**config.mk**
```make
export PLATFORM = sky130hd
export DESIGN_NAME = projectile_pool
export DESIGN_NICKNAME = d
export VERILOG_FILES = /design/src/rtl/projectile_pool.sv
export SDC_FILE = /design/constraint.sdc
export NUM_CORES = 2
export LEC_CHECK = 0
export ABC_CLOCK_PERIOD_IN_PS = 7600
export CELL_PAD_IN_SITES_DETAIL_PLACEMENT = 0
export CELL_PAD_IN_SITES_GLOBAL_PLACEMENT = 1
export CORE_UTILIZATION = 49
export CTS_CLUSTER_SIZE = 28
export DETAILED_ROUTE_END_ITERATION = 8
export PLACE_DENSITY = 0.87
export SYNTH_ARGS = -nofsm -noshare
export SYNTH_HDL_FRONTEND = slang
export SYNTH_SLANG_ARGS = --single-unit
```
**constraint.sdc**
```tcl
create_clock -name frame_clk -period 7.6 [get_ports frame_clk]
set_clock_uncertainty 0.05 [all_clocks]
set_input_delay 1.14 -clock frame_clk [delete_from_list [all_inputs] [get_ports frame_clk]]
set_output_delay 1.14 -clock frame_clk [all_outputs]
set_load 0.02 [all_outputs]
```
**src/rtl/projectile_pool.sv**
```systemverilog
// Fixed pool of projectile slots: lowest-free-slot allocation with a fire cooldown,
// per-frame motion with playfield-bounds retirement, kill-by-index, and a pixel lookup.
`timescale 1ns/1ps
module projectile_pool #(
    parameter int N_SLOTS  = 15,
    parameter int SIZE_X   = 3,
    parameter int SIZE_Y   = 8,
    parameter int COOLDOWN = 4,
    parameter int MAX_X    = 639,
    parameter int MAX_Y    = 479
) (
    input  logic               frame_clk,
    input  logic               Reset,
    input  logic               fire,
    input  logic [9:0]         spawn_x,
    input  logic [9:0]         spawn_y,
    input  logic [9:0]         step_x,
    input  logic [9:0]         step_y,
    input  logic               kill_valid,
    input  logic [4:0]         kill_idx,
    input  logic [9:0]         DrawX,
    input  logic [9:0]         DrawY,
    output logic [N_SLOTS-1:0] active,
    output logic               fire_ack,
    output logic               fire_drop,
    output logic [5:0]         live_count,
    output logic               pix_hit,
    output logic [4:0]         pix_idx,
    output logic [9:0]         pix_dx,
    output logic [9:0]         pix_dy
);

    localparam int              CD_W      = (COOLDOWN > 0) ? $clog2(COOLDOWN + 1) : 1;
    localparam logic [CD_W-1:0] CD_RELOAD = CD_W'(COOLDOWN);

    typedef enum logic {
        IDLE = 1'b0,
        FLY  = 1'b1
    } slot_state_e;

    slot_state_e     state_q [N_SLOTS];
    slot_state_e     state_d [N_SLOTS];
    logic [9:0]      x_q     [N_SLOTS];
    logic [9:0]      x_d     [N_SLOTS];
    logic [9:0]      y_q     [N_SLOTS];
    logic [9:0]      y_d     [N_SLOTS];
    logic [9:0]      vx_q    [N_SLOTS];
    logic [9:0]      vx_d    [N_SLOTS];
    logic [9:0]      vy_q    [N_SLOTS];
    logic [9:0]      vy_d    [N_SLOTS];
    logic [CD_W-1:0] cd_q, cd_d;
    logic            ack_q, ack_d;
    logic            drop_q, drop_d;
    logic [5:0]      live_q, live_d;

    logic               any_idle;
    logic [4:0]         alloc_idx;
    logic               accept;
    logic [10:0]        nx [N_SLOTS];
    logic [10:0]        ny [N_SLOTS];
    logic [N_SLOTS-1:0] out_of_bounds;
    logic [N_SLOTS-1:0] kill_hit;

    // Lowest-index free slot, taken from the registered state so that slots
    // retiring on this edge are never handed out in the same cycle.
    always_comb begin
        any_idle  = 1'b0;
        alloc_idx = '0;
        for (int i = N_SLOTS - 1; i >= 0; i--) begin
            if (state_q[i] == IDLE) begin
                any_idle  = 1'b1;
                alloc_idx = 5'(i);
            end
        end
    end

    assign accept = fire && (cd_q == '0) && any_idle;

    // Candidate next position in 11 bits; bit 10 set means it went negative.
    always_comb begin
        for (int i = 0; i < N_SLOTS; i++) begin
            nx[i] = {1'b0, x_q[i]} + {vx_q[i][9], vx_q[i]};
            ny[i] = {1'b0, y_q[i]} + {vy_q[i][9], vy_q[i]};
            out_of_bounds[i] = nx[i][10] || ny[i][10]
                            || (({1'b0, nx[i]} + 12'(SIZE_X)) > 12'(MAX_X))
                            || (({1'b0, ny[i]} + 12'(SIZE_Y)) > 12'(MAX_Y));
            kill_hit[i] = kill_valid && (kill_idx == 5'(i));
        end
    end

    // NOTE: every always_comb output gets its default first, so no path leaves one unassigned and infers a latch.
    always_comb begin
        for (int i = 0; i < N_SLOTS; i++) begin
            state_d[i] = state_q[i];
            x_d[i]     = x_q[i];
            y_d[i]     = y_q[i];
            vx_d[i]    = vx_q[i];
            vy_d[i]    = vy_q[i];

            if (state_q[i] == FLY) begin
                if (kill_hit[i] || out_of_bounds[i]) begin
                    // Position is frozen on the retiring edge.
                    state_d[i] = IDLE;
                end else begin
                    x_d[i] = nx[i][9:0];
                    y_d[i] = ny[i][9:0];
                end
            end else if (accept && (alloc_idx == 5'(i))) begin
                state_d[i] = FLY;
                x_d[i]     = spawn_x;
                y_d[i]     = spawn_y;
                vx_d[i]    = step_x;
                vy_d[i]    = step_y;
            end
        end

        if (accept) begin
            cd_d = CD_RELOAD;
        end else if (cd_q != '0) begin
            cd_d = cd_q - 1'b1;
        end else begin
            cd_d = '0;
        end

        ack_d  = accept;
        drop_d = fire && !accept;

        live_d = '0;
        for (int i = 0; i < N_SLOTS; i++) begin
            live_d = live_d + 6'(state_d[i]);
        end
    end

    // NOTE: sequential state uses non-blocking assignments so every register samples pre-edge values.
    always_ff @(posedge frame_clk) begin
        if (Reset) begin
            // NOTE: the slot arrays are cleared explicitly; they are plain flops, not RAM, so reset is cheap and keeps them X-free.
            for (int i = 0; i < N_SLOTS; i++) begin
                state_q[i] <= IDLE;
                x_q[i]     <= '0;
                y_q[i]     <= '0;
                vx_q[i]    <= '0;
                vy_q[i]    <= '0;
            end
            cd_q   <= '0;
            ack_q  <= 1'b0;
            drop_q <= 1'b0;
            live_q <= '0;
        end else begin
            for (int i = 0; i < N_SLOTS; i++) begin
                state_q[i] <= state_d[i];
                x_q[i]     <= x_d[i];
                y_q[i]     <= y_d[i];
                vx_q[i]    <= vx_d[i];
                vy_q[i]    <= vy_d[i];
            end
            cd_q   <= cd_d;
            ack_q  <= ack_d;
            drop_q <= drop_d;
            live_q <= live_d;
        end
    end

    always_comb begin
        active = '0;
        for (int i = 0; i < N_SLOTS; i++) begin
            active[i] = (state_q[i] == FLY);
        end
    end

    assign fire_ack   = ack_q;
    assign fire_drop  = drop_q;
    assign live_count = live_q;

    // Scan high to low so the lowest matching slot is the last writer.
    always_comb begin
        pix_hit = 1'b0;
        pix_idx = '0;
        pix_dx  = '0;
        pix_dy  = '0;
        for (int i = N_SLOTS - 1; i >= 0; i--) begin
            if ((state_q[i] == FLY)
                && (DrawX >= x_q[i]) && ({1'b0, DrawX} <= ({1'b0, x_q[i]} + 11'(SIZE_X)))
                && (DrawY >= y_q[i]) && ({1'b0, DrawY} <= ({1'b0, y_q[i]} + 11'(SIZE_Y)))) begin
                pix_hit = 1'b1;
                pix_idx = 5'(i);
                pix_dx  = DrawX - x_q[i];
                pix_dy  = DrawY - y_q[i];
            end
        end
    end

endmodule

```
==> results by group <==
Route
  – Routed wire per std cell: roughly 28 um
  – First DRT Iteration DRCs: 7830
  – Via Count: approximately 66000
  – WL final: between 200 and 300 mm
  – DRT antenna net count: 0
  – # DRC: 0
  – 1st-pass router iterations: 6
  – Via/cell ratio: 6.449

Setup path
  – CP Capture Type: output port
  – Worst setup SP type: input pin
  – Worst endpoint required time: roughly 6400 ps
  – Crit path DAT: 6370 ps
  – CP max FO: 13
  – CP Class: input pin to output port

Clocking
  – TritonCTS clock tree: built
  – Sink Count: around 620
  – Worst-Skew Late Latency: 730 ps
  – Maximum clock insertion buffer count: 3
  – CTS H-tree depth: 3
  – Cts bufs inserted: between 80 and 90
  – Root buffer cell: clkbuf_16
  – Clock-pin slew on the worst setup and hold paths: roughly 60 ps
  – Post-cts hold buffer count: 0

Placement
  – Half-perimeter wire length after placement: ~210 mm
  – Port bufs: roughly 110
  – GP Congestion: roughly 1.1

Die
  – Core Region: approximately 130000 um2
  – Starting Density: 0.4940
  – Io pins: 118
  – Die X: roughly 370 um
  – Area of the die: between 100000 and 150000 um2
  – Height of the die: between 300 and 400 um
  – # rows: roughly 130

Timing
  – Fin. Hold Viols: 0
  – Max Freq: around 0.13 GHz
  – Final setup viols: 0
  – Slew Limit Fails: 0
  – Setup TNS: 0 ps
  – Slew @ Worst Pin: between 1000 and 1500 ps
  – Max_slew headroom: 0.04788
  – Final Critical Period: roughly 7600 ps
  – Final period util: 0.9943

Logic synthesis
  – Syn Area/Cell: just under 8 um2
  – Cells after synthesis: roughly 8300
  – Post-synth top area share: 0.1924
  – Post-synth EDFFs: 0
  – Sequential fraction of the synthesis area: 0.1924
  – Post-Syn Area: 64940 um2
  – Yosys reg bits: ~620
  – Synth warn: 0
  – Synth area leaders: dfxtp_1 19%, ha_1 17%, xnor2_1 6.1%, a21oi_1 5.2%, a211oi_1 4.9%
  – Cell variety after synth: between 100 and 150
  – Area leader, netlist: dfxtp_1
  – Asr flop ratio synth: 0
  – Post-synth top flop: dfxtp_1

Cells and area
  – Layout cell share with drive strength beyond 1: 0.07084
  – Area Overhead vs Synth: 10.31%
  – Post-layout net count: 9422
  – Fill count: approximately 13000

Global route
  – Overall Global Routing Usage: 0.4099
  – Largest net degree at the start of global routing: ~160
  – Global route overflow: 0
  – First-pass GRT wire length: 410.5 mm
  – Initial antenna violation count: 23
  – Vias in the first global route: 59740

Run status
  – Status: finished clean

Pwr
  – Peak supply drop: between 0.00015 and 0.0002 V
  – P_leak: 28.25 nW
  – Power, Total: between 10 and 15 mW
  – Power per Cell Area: around 160 nW/um2

Worst hold path
  – Worst hold path type: register to register

Flow run
  – # Max-Cap Violations: 0
area by class of cell:
type | instances | area, um2 | share of cell area
Antenna cell | 12 | 30.03 | 0.0004192
Clock buffer | 114 | 2425 | 0.03385
Clock inverter | 32 | 524.3 | 0.007318
Inverter | 487 | 1832 | 0.02557
Multi-Input combinational cell | 6848 | 49480 | 0.6907
Sequential cell | 624 | 12500 | 0.1745
Tap cell | 1755 | 2196 | 0.03065
Timing Repair Buffer | 336 | 2648 | 0.03696
worst max-delay path, stage by stage:
cell	delay, ps
clkdlybuf4s50_1	510
clkinvlp_4	300
buf_4	340
ha_1	260
fa_1	410
nand2b_1	180
a311oi_1	280
nor3_1	110
a211oi_1	260
and3_1	400
buf_4	260
nor2_1	100
a221o_1	360
a311o_1	330
o211ai_1	520
a31oi_1	340
buf_4	250
where the power goes:
group | switching (mW) | internal [mW]
Combinational | 2.19 | 1.15
Clock | 1.70 | 2.63
Sequential | 0.147 | 3.40
Total | 4.04 | 7.18
sequential cells by signal (all words and copies together) (netlist names):
register	cells
x_q	150
fire_ack	1
live_count	4
state_q	15
vx_q	150
y_q	150
vy_q	150
cd_q	3
fire_drop	1
stage by stage:
stage | setup WS, ps | hold WS, ps | std cells | utilization | cell area [um2]
floorplan | 1604 | 351.3 | 8300 | - | 64940
global placement | 279.4 | 358.3 | 10050 | 0.5218 | 68600
detailed placement | 262.8 | 366.2 | 10050 | 0.5218 | 68600
CTS | 14.63 | 374.0 | 10200 | 0.5442 | 71550
global route | -23.16 | 383.9 | 10200 | 0.5447 | 71600
finish | 43.56 | 372.8 | 10210 | 0.5449 | 71640
cell usage in the layout (no fill, tap or decap), drive strengths merged, types with 57 or more instances in the layout:
master,synthesis,final
ha,905,905
nand2,822,822
a21oi,683,683
nor2,675,675
dfxtp,624,624
inv,479,480
xnor2,453,453
a211oi,437,437
o21ai,323,323
buf,56,286
nor3,283,283
mux2i,277,277
nand3,194,194
xor2,170,170
a21o,165,165
nor2b,118,118
clkbuf,285,115
o21a,96,96
a31oi,78,78
nand4,77,77
nand2b,74,74
fa,70,70
and2,58,58
and3,57,57
path summary, 6_finish.rpt:
path,depth (start not counted),startpoint,endpoint,slack [ps]
hold / removal,1,cd_q[0],cd_q[0],370
hold reg to reg,1,cd_q[0],cd_q[0],370
setup reg to reg,20,state_q[0][1],live_count[1],710
setup / recovery,17,DrawY[0],pix_dx[7],40
timing repair:
action | CTS | global route
setup endpoints to repair | 0 | 7
buffers inserted | 0 | 0
gates resized for setup | 0 | 9
cell usage after synthesis, types with 51 or more instances:
cell / number
a21oi_1: 679
a21o_1: 165
nand3_1: 192
o21a_1: 96
nand2b_1: 74
and2_1: 56
a31oi_1: 78
o21ai_0: 317
inv_1: 479
ha_1: 905
and3_1: 57
fa_1: 70
nand2_1: 822
o31ai_1: 51
o211ai_1: 51
nand4_1: 76
nor3_1: 282
mux2i_1: 277
a211oi_1: 424
nor2b_1: 118
clkbuf_1: 282
dfxtp_1: 624
xnor2_1: 453
nor2_1: 675
xor2_1: 170
kinds of logic after synthesis:
group,count (synthesis),synth area share
flops,624,0.1924
simple gates,2602,0.1884
xor+xnor,625,0.08472
fa+ha+maj,975,0.1960
buf+inv,828,0.05015
mux,315,0.04934
other cells,1,0.00005775
compound gates,2328,0.2390
layer usage:
metal,part of all wire,vias to the layer above,global-route usage
li1,-,30450,-
met1,0.43,31590,0.5684
met2,0.41,3184,0.5993
met3,0.10,596,0.08377
met4,0.056,18,0.2027
met5,0.0012,-,0
(Power assumes the default switching activity.)
